**config.mk**
```make
export PLATFORM = sky130hd
export DESIGN_NAME = twi_cmd_sequencer
export DESIGN_NICKNAME = d
export VERILOG_FILES = /design/src/rtl/twi_pkg.sv /design/src/rtl/twi_cmd_timer.sv /design/src/rtl/twi_cmd_sequencer.sv
export SDC_FILE = /design/constraint.sdc
export NUM_CORES = 1
export LEC_CHECK = 0
export ABC_AREA = 1
export BUFFER_PORTS_ARGS = -buffer_cell sky130_fd_sc_hd__buf_2
export CAP_MARGIN = 40
export CORE_UTILIZATION = 53
export DETAILED_ROUTE_END_ITERATION = 6
export GPL_TIMING_DRIVEN = 0
export PLACE_DENSITY = 0.8
export SLEW_MARGIN = 20
export SYNTH_ARGS = -nofsm -noshare
export SYNTH_HDL_FRONTEND = slang
export SYNTH_HIERARCHICAL = 1
export SYNTH_SLANG_ARGS = --single-unit
export TNS_END_PERCENT = 100
```
**constraint.sdc**
```tcl
create_clock -name i_clk -period 2.7 [get_ports i_clk]
set_input_delay 0 -clock i_clk [delete_from_list [all_inputs] [get_ports i_clk]]
set_output_delay 0 -clock i_clk [all_outputs]
set_load 0.01 [all_outputs]
```
**src/rtl/twi_pkg.sv**
```systemverilog
// Shared definitions for the TWI master and its command sequencer:
// command codes, status/command word field positions and error codes.
package twi_pkg;

  typedef enum logic [2:0] {
    CMD_START   = 3'd0,
    CMD_WR      = 3'd1,
    CMD_RD      = 3'd2,
    CMD_STOP    = 3'd3,
    CMD_RESTART = 3'd4,
    CMD_ADDRESS = 3'd5,
    CMD_NOP     = 3'd7
  } CMD_e;

  localparam int STAT_READY = 8;
  localparam int STAT_ACK   = 9;
  localparam int CMD_LSB    = 8;
  localparam int CMD_MSB    = 10;

  typedef enum logic [1:0] {
    ERR_OK        = 2'd0,
    ERR_ADDR_NACK = 2'd1,
    ERR_DATA_NACK = 2'd2,
    ERR_TIMEOUT   = 2'd3
  } err_e;

  typedef enum logic [2:0] {
    ST_IDLE,
    ST_ISSUE,
    ST_WAIT_ACC,
    ST_WAIT_DONE,
    ST_CHECK,
    ST_DONE,
    ST_ABORT
  } seq_state_e;

  typedef enum logic [2:0] {
    PH_START,
    PH_ADDR_W,
    PH_REG,
    PH_WDATA,
    PH_RESTART,
    PH_ADDR_R,
    PH_RDATA,
    PH_STOP
  } seq_phase_e;

  function automatic logic [CMD_MSB:0] twi_word(CMD_e cmd, logic [CMD_LSB-1:0] payload);
    logic [CMD_MSB:0] w;
    w = '0;
    w[CMD_MSB:CMD_LSB] = cmd;
    w[CMD_LSB-1:0]     = payload;
    return w;
  endfunction

endpackage

```
**src/rtl/twi_cmd_timer.sv**
```systemverilog
// Loadable down-counter with a zero flag; bounds how long the sequencer
// waits on the master for any single command.
module twi_cmd_timer #(
  parameter int W = 16
) (
  input  logic         i_clk,
  input  logic         i_rst_n,
  input  logic         load,
  input  logic [W-1:0] load_value,
  input  logic         dec,
  output logic         zero
);

  logic [W-1:0] count;

  always_ff @(posedge i_clk) begin
    if (!i_rst_n) begin
      count <= '0;
    end else if (load) begin
      count <= load_value;
    end else if (dec && (count != '0)) begin
      count <= count - W'(1);
    end
  end

  assign zero = (count == '0);

endmodule

```
**src/rtl/twi_cmd_sequencer.sv**
```systemverilog
// Expands one register-oriented I2C request into the TWI master's command
// stream, handshaking each command on the master's ready/ack status.
module twi_cmd_sequencer
  import twi_pkg::*;
#(
  parameter int SIZE_ADDR = 7,
  parameter int SIZE_DATA = 8,
  parameter int SIZE_REG  = 16,
  parameter int LEN_W     = 4,
  parameter int TMO_W     = 16
) (
  input  logic                 i_clk,
  input  logic                 i_rst_n,
  input  logic                 i_req_valid,
  output logic                 o_req_ready,
  input  logic                 i_req_rw,
  input  logic [SIZE_ADDR-1:0] i_req_addr,
  input  logic [SIZE_DATA-1:0] i_req_reg,
  input  logic [LEN_W-1:0]     i_req_len,
  input  logic [TMO_W-1:0]     i_tmo,
  input  logic [SIZE_DATA-1:0] i_wr_data,
  input  logic                 i_wr_valid,
  output logic                 o_wr_ready,
  output logic [SIZE_DATA-1:0] o_rd_data,
  output logic                 o_rd_valid,
  output logic                 o_busy,
  output logic                 o_done,
  output logic [1:0]           o_err,
  output logic                 o_TWIEN,
  output logic [SIZE_REG-1:0]  o_TWIWD,
  input  logic [SIZE_REG-1:0]  i_TWIRD
);

  seq_state_e state_q, state_d;
  seq_phase_e phase_q, phase_d;
  logic [LEN_W-1:0] cnt_q, cnt_d;
  err_e err_q, err_d;

  logic                 rw_q;
  logic [SIZE_ADDR-1:0] addr_q;
  logic [SIZE_DATA-1:0] reg_q;
  logic                 ack_q;
  logic [SIZE_DATA-1:0] stat_byte_q;
  logic [SIZE_DATA-1:0] rd_data_q;
  logic                 rd_valid_q;

  logic [CMD_MSB:0] phase_word;
  logic [CMD_MSB:0] cmd_word;
  logic accept, capture, rd_pulse, wr_ready_c;
  logic tmr_load, tmr_dec, tmr_zero;
  logic data_stall, last_byte, mst_ready;
  logic unused_status;

  assign mst_ready     = i_TWIRD[STAT_READY];
  assign last_byte     = (cnt_q == LEN_W'(1));
  assign data_stall    = (phase_q == PH_WDATA) && !i_wr_valid;
  assign accept        = (state_q == ST_IDLE) && i_req_valid;
  assign unused_status = ^i_TWIRD[SIZE_REG-1:STAT_ACK+1];

  twi_cmd_timer #(.W(TMO_W)) u_timer (
    .i_clk      (i_clk),
    .i_rst_n    (i_rst_n),
    .load       (tmr_load),
    .load_value (i_tmo),
    .dec        (tmr_dec),
    .zero       (tmr_zero)
  );

  always_comb begin
    phase_word = twi_word(CMD_NOP, 8'h00);
    case (phase_q)
      PH_START:   phase_word = twi_word(CMD_START, 8'h00);
      PH_ADDR_W:  phase_word = twi_word(CMD_ADDRESS, {1'b0, addr_q});
      PH_REG:     phase_word = twi_word(CMD_WR, reg_q);
      PH_WDATA:   phase_word = twi_word(CMD_WR, i_wr_data);
      PH_RESTART: phase_word = twi_word(CMD_RESTART, 8'h00);
      PH_ADDR_R:  phase_word = twi_word(CMD_ADDRESS, {1'b1, addr_q});
      PH_RDATA:   phase_word = twi_word(CMD_RD, {7'b0, last_byte});
      PH_STOP:    phase_word = twi_word(CMD_STOP, 8'h00);
      default:    phase_word = twi_word(CMD_NOP, 8'h00);
    endcase
  end

  always_comb begin
    state_d    = state_q;
    phase_d    = phase_q;
    cnt_d      = cnt_q;
    err_d      = err_q;
    cmd_word   = twi_word(CMD_NOP, 8'h00);
    tmr_load   = 1'b0;
    tmr_dec    = 1'b0;
    capture    = 1'b0;
    rd_pulse   = 1'b0;
    wr_ready_c = 1'b0;

    case (state_q)
      ST_IDLE: begin
        if (i_req_valid) begin
          state_d  = ST_ISSUE;
          phase_d  = PH_START;
          cnt_d    = (i_req_len == '0) ? LEN_W'(1) : i_req_len;
          err_d    = ERR_OK;
          tmr_load = 1'b1;
        end
      end

      // Waiting for write data keeps the timer reloaded so the stall is not charged to the master.
      ST_ISSUE: begin
        if (data_stall) begin
          tmr_load = 1'b1;
        end else if (mst_ready) begin
          cmd_word   = phase_word;
          tmr_load   = 1'b1;
          wr_ready_c = (phase_q == PH_WDATA);
          state_d    = ST_WAIT_ACC;
        end else if (tmr_zero) begin
          state_d = ST_ABORT;
        end else begin
          tmr_dec = 1'b1;
        end
      end

      ST_WAIT_ACC: begin
        if (!mst_ready) begin
          state_d = ST_WAIT_DONE;
        end else if (tmr_zero) begin
          state_d = ST_ABORT;
        end else begin
          tmr_dec = 1'b1;
        end
      end

      ST_WAIT_DONE: begin
        if (mst_ready) begin
          capture = 1'b1;
          state_d = ST_CHECK;
        end else if (tmr_zero) begin
          state_d = ST_ABORT;
        end else begin
          tmr_dec = 1'b1;
        end
      end

      ST_CHECK: begin
        state_d  = ST_ISSUE;
        tmr_load = 1'b1;
        case (phase_q)
          PH_START:   phase_d = PH_ADDR_W;
          PH_RESTART: phase_d = PH_ADDR_R;
          PH_ADDR_W, PH_ADDR_R: begin
            if (ack_q) begin
              err_d   = ERR_ADDR_NACK;
              phase_d = PH_STOP;
            end else begin
              phase_d = (phase_q == PH_ADDR_W) ? PH_REG : PH_RDATA;
            end
          end
          PH_REG: begin
            if (ack_q) begin
              err_d   = ERR_DATA_NACK;
              phase_d = PH_STOP;
            end else begin
              phase_d = rw_q ? PH_RESTART : PH_WDATA;
            end
          end
          PH_WDATA: begin
            if (ack_q) begin
              err_d   = ERR_DATA_NACK;
              phase_d = PH_STOP;
            end else if (last_byte) begin
              phase_d = PH_STOP;
            end else begin
              cnt_d = cnt_q - LEN_W'(1);
            end
          end
          PH_RDATA: begin
            rd_pulse = 1'b1;
            if (last_byte) begin
              phase_d = PH_STOP;
            end else begin
              cnt_d = cnt_q - LEN_W'(1);
            end
          end
          PH_STOP: begin
            state_d  = ST_DONE;
            tmr_load = 1'b0;
          end
          default: state_d = ST_DONE;
        endcase
      end

      ST_ABORT: begin
        err_d   = ERR_TIMEOUT;
        state_d = ST_DONE;
      end

      ST_DONE: state_d = ST_IDLE;

      default: state_d = ST_IDLE;
    endcase
  end

  always_ff @(posedge i_clk) begin
    if (!i_rst_n) begin
      state_q     <= ST_IDLE;
      phase_q     <= PH_START;
      cnt_q       <= '0;
      err_q       <= ERR_OK;
      rw_q        <= 1'b0;
      addr_q      <= '0;
      reg_q       <= '0;
      ack_q       <= 1'b0;
      stat_byte_q <= '0;
      rd_data_q   <= '0;
      rd_valid_q  <= 1'b0;
    end else begin
      state_q    <= state_d;
      phase_q    <= phase_d;
      cnt_q      <= cnt_d;
      err_q      <= err_d;
      rd_valid_q <= rd_pulse;
      if (accept) begin
        rw_q   <= i_req_rw;
        addr_q <= i_req_addr;
        reg_q  <= i_req_reg;
      end
      if (capture) begin
        ack_q       <= i_TWIRD[STAT_ACK];
        stat_byte_q <= i_TWIRD[SIZE_DATA-1:0];
      end
      if (rd_pulse) begin
        rd_data_q <= stat_byte_q;
      end
    end
  end

  // Enable drops in IDLE and for the single ABORT cycle, which forces the master back to idle.
  assign o_TWIEN     = (state_q != ST_IDLE) && (state_q != ST_ABORT);
  assign o_TWIWD     = {{(SIZE_REG-CMD_MSB-1){1'b0}}, cmd_word};
  assign o_req_ready = (state_q == ST_IDLE) && i_rst_n;
  assign o_busy      = (state_q != ST_IDLE) && (state_q != ST_DONE);
  assign o_done      = (state_q == ST_DONE);
  assign o_err       = err_q;
  assign o_wr_ready  = wr_ready_c;
  assign o_rd_valid  = rd_valid_q;
  assign o_rd_data   = rd_data_q;

endmodule

```
==> flow_metrics.tcl <==
set metrics [dict create \
    status "finished, violations left" \
    violations "negative hold slack" \
    crit_fanout 10 \
    critical_path.endpoint "u_timer/count[3]" \
    irDropWorstVdd_v 0.000423 \
    netlist_instances 576 \
    setup_viol 0 \
    synthesis.area_um2 3660 \
    finalCriticalPeriod_ps 2480 \
    start_kind "flop" \
    avgSynthCellArea_um2 6.35 \
    max_slew.worst_pin.slew_ps 507 \
    die_x_um 85.1 \
    clockPowerShare 0.366 \
    htreeDepth 3 \
    final_core_util 0.743 \
    ctsResizeCount 0 \
    slew_headroom 0.662 \
    clock_path_buffers 2 \
    synth.yosys.seq_area_share 0.339 \
    fin_nets 778 \
    place_area_um2 4190 \
    fmax_mhz 403 \
    cts_root_buf "clkbuf_8" \
    yosysUniqueCellTypes 38 \
    period_share 0.919 \
    coreArea_um2 6490 \
    hold_path.class "in2reg" \
    grt_max_degree 13 \
    tns_ps 0 \
    n_antenna_cell 0 \
    ys_ff_latch 62 \
    tritoncts "done" \
    drv_cap 0 \
    vias 4130 \
    layout_setup_ws_ps 220 \
    internal_power_uw 2030 \
    synth_edf_count 0 \
    start_util 0.563 \
    rsz0062_at_grt "false" \
    p_sw_uw 989 \
    grt_pass1_wl_mm 17.0 \
    num_io_pins 96 \
    grt_antenna_before_repair 0 \
    grt_pass1_vias 3763 \
    firstDrtPassIters 6 \
    hold_viol_final 1 \
    drcViolationCount 0 \
    rr_endpoint "u_timer/count[3]" \
    drt_iter0_drc 294 \
    p_comb_frac 0.277 \
    cts_setup_buffers 0 \
    cts_made_buffers 9 \
    synth_flop_cell "dfxtp_1" \
    pwr-share-seq 0.357 \
    rrSetupSlack_ps 220 \
    wl_mm 10.2 \
    synthArstFlopShare 0 \
    holdBufCountCts 37 \
    place_congestion 0.885 \
    cp-end-kind "flop" \
    design_area_um2 4820 \
    timing.rr.start "state_q[1]" \
    avgViaCountPerCell 5.21 \
    die_y_um 85.1 \
    ys_warn_count 6 \
    skew_ps 9.00 \
    power-per-cell-area_nw_per_um2 626 \
    grt.total_usage 0.296 \
    critPathLaunch "state_q[1]" \
    final_layout_size_suffix_gt1_frac 0.209 \
    switching_share 0.327 \
    p_leak_uw 0.00230 \
    num_rows 29 \
    wl_per_cell_um 12.8 \
    clk_latency_ps 350 \
    place_ws_ps 288 \
    ant_nets 0 \
    numPortBuffers 83 \
    syn_to_final_growth_pct 31.9 \
    timing.hold.ws_ps -0.0461 \
    dp_hpwl_mm 7.00 \
    clk_pin_slew_worst_paths_ps 80 \
    required_ps 2940 \
    die_area_um2 7240 \
    grt_overflow_total 0 \
    reg2reg_depth 11 \
    cts_sinks 62 \
    total_power_uw 3020 \
    crit_type "reg2reg" \
    slew_viol_final 0 \
    cp.arrival_ps 2720 \
]
## cells in the final DEF, fill, tap and decap left out, types with 3 or more instances in the layout
cell | synthesis | final
nand2_1 | 116 | 116
nor2_1 | 106 | 106
buf_2 | 3 | 86
dfxtp_1 | 62 | 62
inv_1 | 59 | 59
a21oi_1 | 53 | 53
dlygate4sd3_1 | 0 | 37
nand3_1 | 34 | 34
o21ai_0 | 33 | 33
o21ai_1 | 26 | 26
inv_2 | 11 | 11
clkbuf_1 | 9 | 9
clkbuf_8 | 0 | 9
buf_4 | 8 | 8
nor3_1 | 7 | 7
buf_6 | 5 | 5
nand2_4 | 5 | 5
conb_1 | 1 | 5
nor2_2 | 4 | 4
nand2_2 | 4 | 4
a221oi_1 | 4 | 4
nand3_2 | 4 | 4
bufinv_16 | 0 | 4
ha_1 | 3 | 3
## synth_stat cells (2+ instances only)
cell type	count	share of area
nand3_1	34	0.047
buf_6	5	0.015
o21ai_0	33	0.045
nor2_2	4	0.0068
inv_2	11	0.011
nand2_1	116	0.12
o21bai_1	2	0.0041
buf_2	3	0.0041
nand2_2	4	0.0068
nand2_4	5	0.015
buf_4	8	0.016
nor2_4	2	0.0062
clkbuf_1	9	0.0092
dfxtp_1	62	0.34
ha_1	3	0.010
inv_1	59	0.061
nor3_1	7	0.0096
a21oi_1	53	0.073
o21ai_1	26	0.036
nand3_2	4	0.011
nor2_1	106	0.11
a221oi_1	4	0.0096
## state kept, by name (all words and copies together), names as in the netlist, 2 cells and up
| register | cells |
|---|---|
| stat_byte_q | 8 |
| reg_q | 8 |
| addr_q | 7 |
| u_timer/count | 16 |
| state_q | 3 |
| o_err | 2 |
| o_rd_data | 8 |
| cnt_q | 4 |
| phase_q | 3 |
## kinds of logic after synthesis
group,synth area share
DFF,0.339
other,0.00103
and+or+nand+nor,0.350
buffers and inverters,0.120
adders and majority gates,0.0103
AOI/OAI and AO/OA,0.174
xor gates and xnor gates,0.00479
## through the flow
step                      hold WS, ps  cells
final                         -0.0461    793
after global routing             11.2    793
after CTS                      0.0414    793
after detailed placement          273    740
after global placement            262    740
after floorplan                   138    580
## power by group through the flow
stage	Combinational [uW]	Clock (uW)	Sequential (uW)
floorplan	590	0	1080
global route	947	1170	1090
detailed placement	775	0	1090
finish	836	1110	1080
CTS	823	1120	1070
global placement	755	0	1090
## worst min-delay path by stage
stage / from / end / slack (ps) / cells past startpoint
4_1_cts: i_tmo[5] / u_timer/count[5] / 0.04 / 5
3_3_place_gp: i_req_reg[0] / reg_q[0] / 260 / 3
6_report: i_tmo[0] / u_timer/count[0] / -0.05 / 5
2_1_floorplan: i_rst_n / o_rd_data[0] / 140 / 2
5_1_grt: i_req_valid / reg_q[2] / 10 / 3
3_5_place_dp: i_req_reg[1] / reg_q[1] / 270 / 3
## critical path: stages (launching register included)
cell	delay [ps]
dfxtp_1	410
inv_2	150
nand2_2	150
nor2_8	200
nand2_4	100
nand2_1	130
nand3_1	200
clkinv_1	230
clkbuf_1	420
nand3_1	120
o21ai_0	180
a21oi_1	70
## cell type report
class | instances | area [um2]
fill | 528 | 1670
inverter | 72 | 275
timing repair buffer | 120 | 786
multi-input combinational | 421 | 1990
clock buffer | 9 | 124
tap | 77 | 96.3
clock inverter | 7 | 145
sequential | 62 | 1240
buffer | 25 | 165
## routing by layer
| metal | global-route usage | wire length (um) |
|---|---|---|
| met5 | 0 | 0 |
| met4 | 0.0971 | 163 |
| met3 | 0.0613 | 750 |
| met2 | 0.489 | 4810 |
| met1 | 0.387 | 4460 |
(Power assumes the default switching activity.)
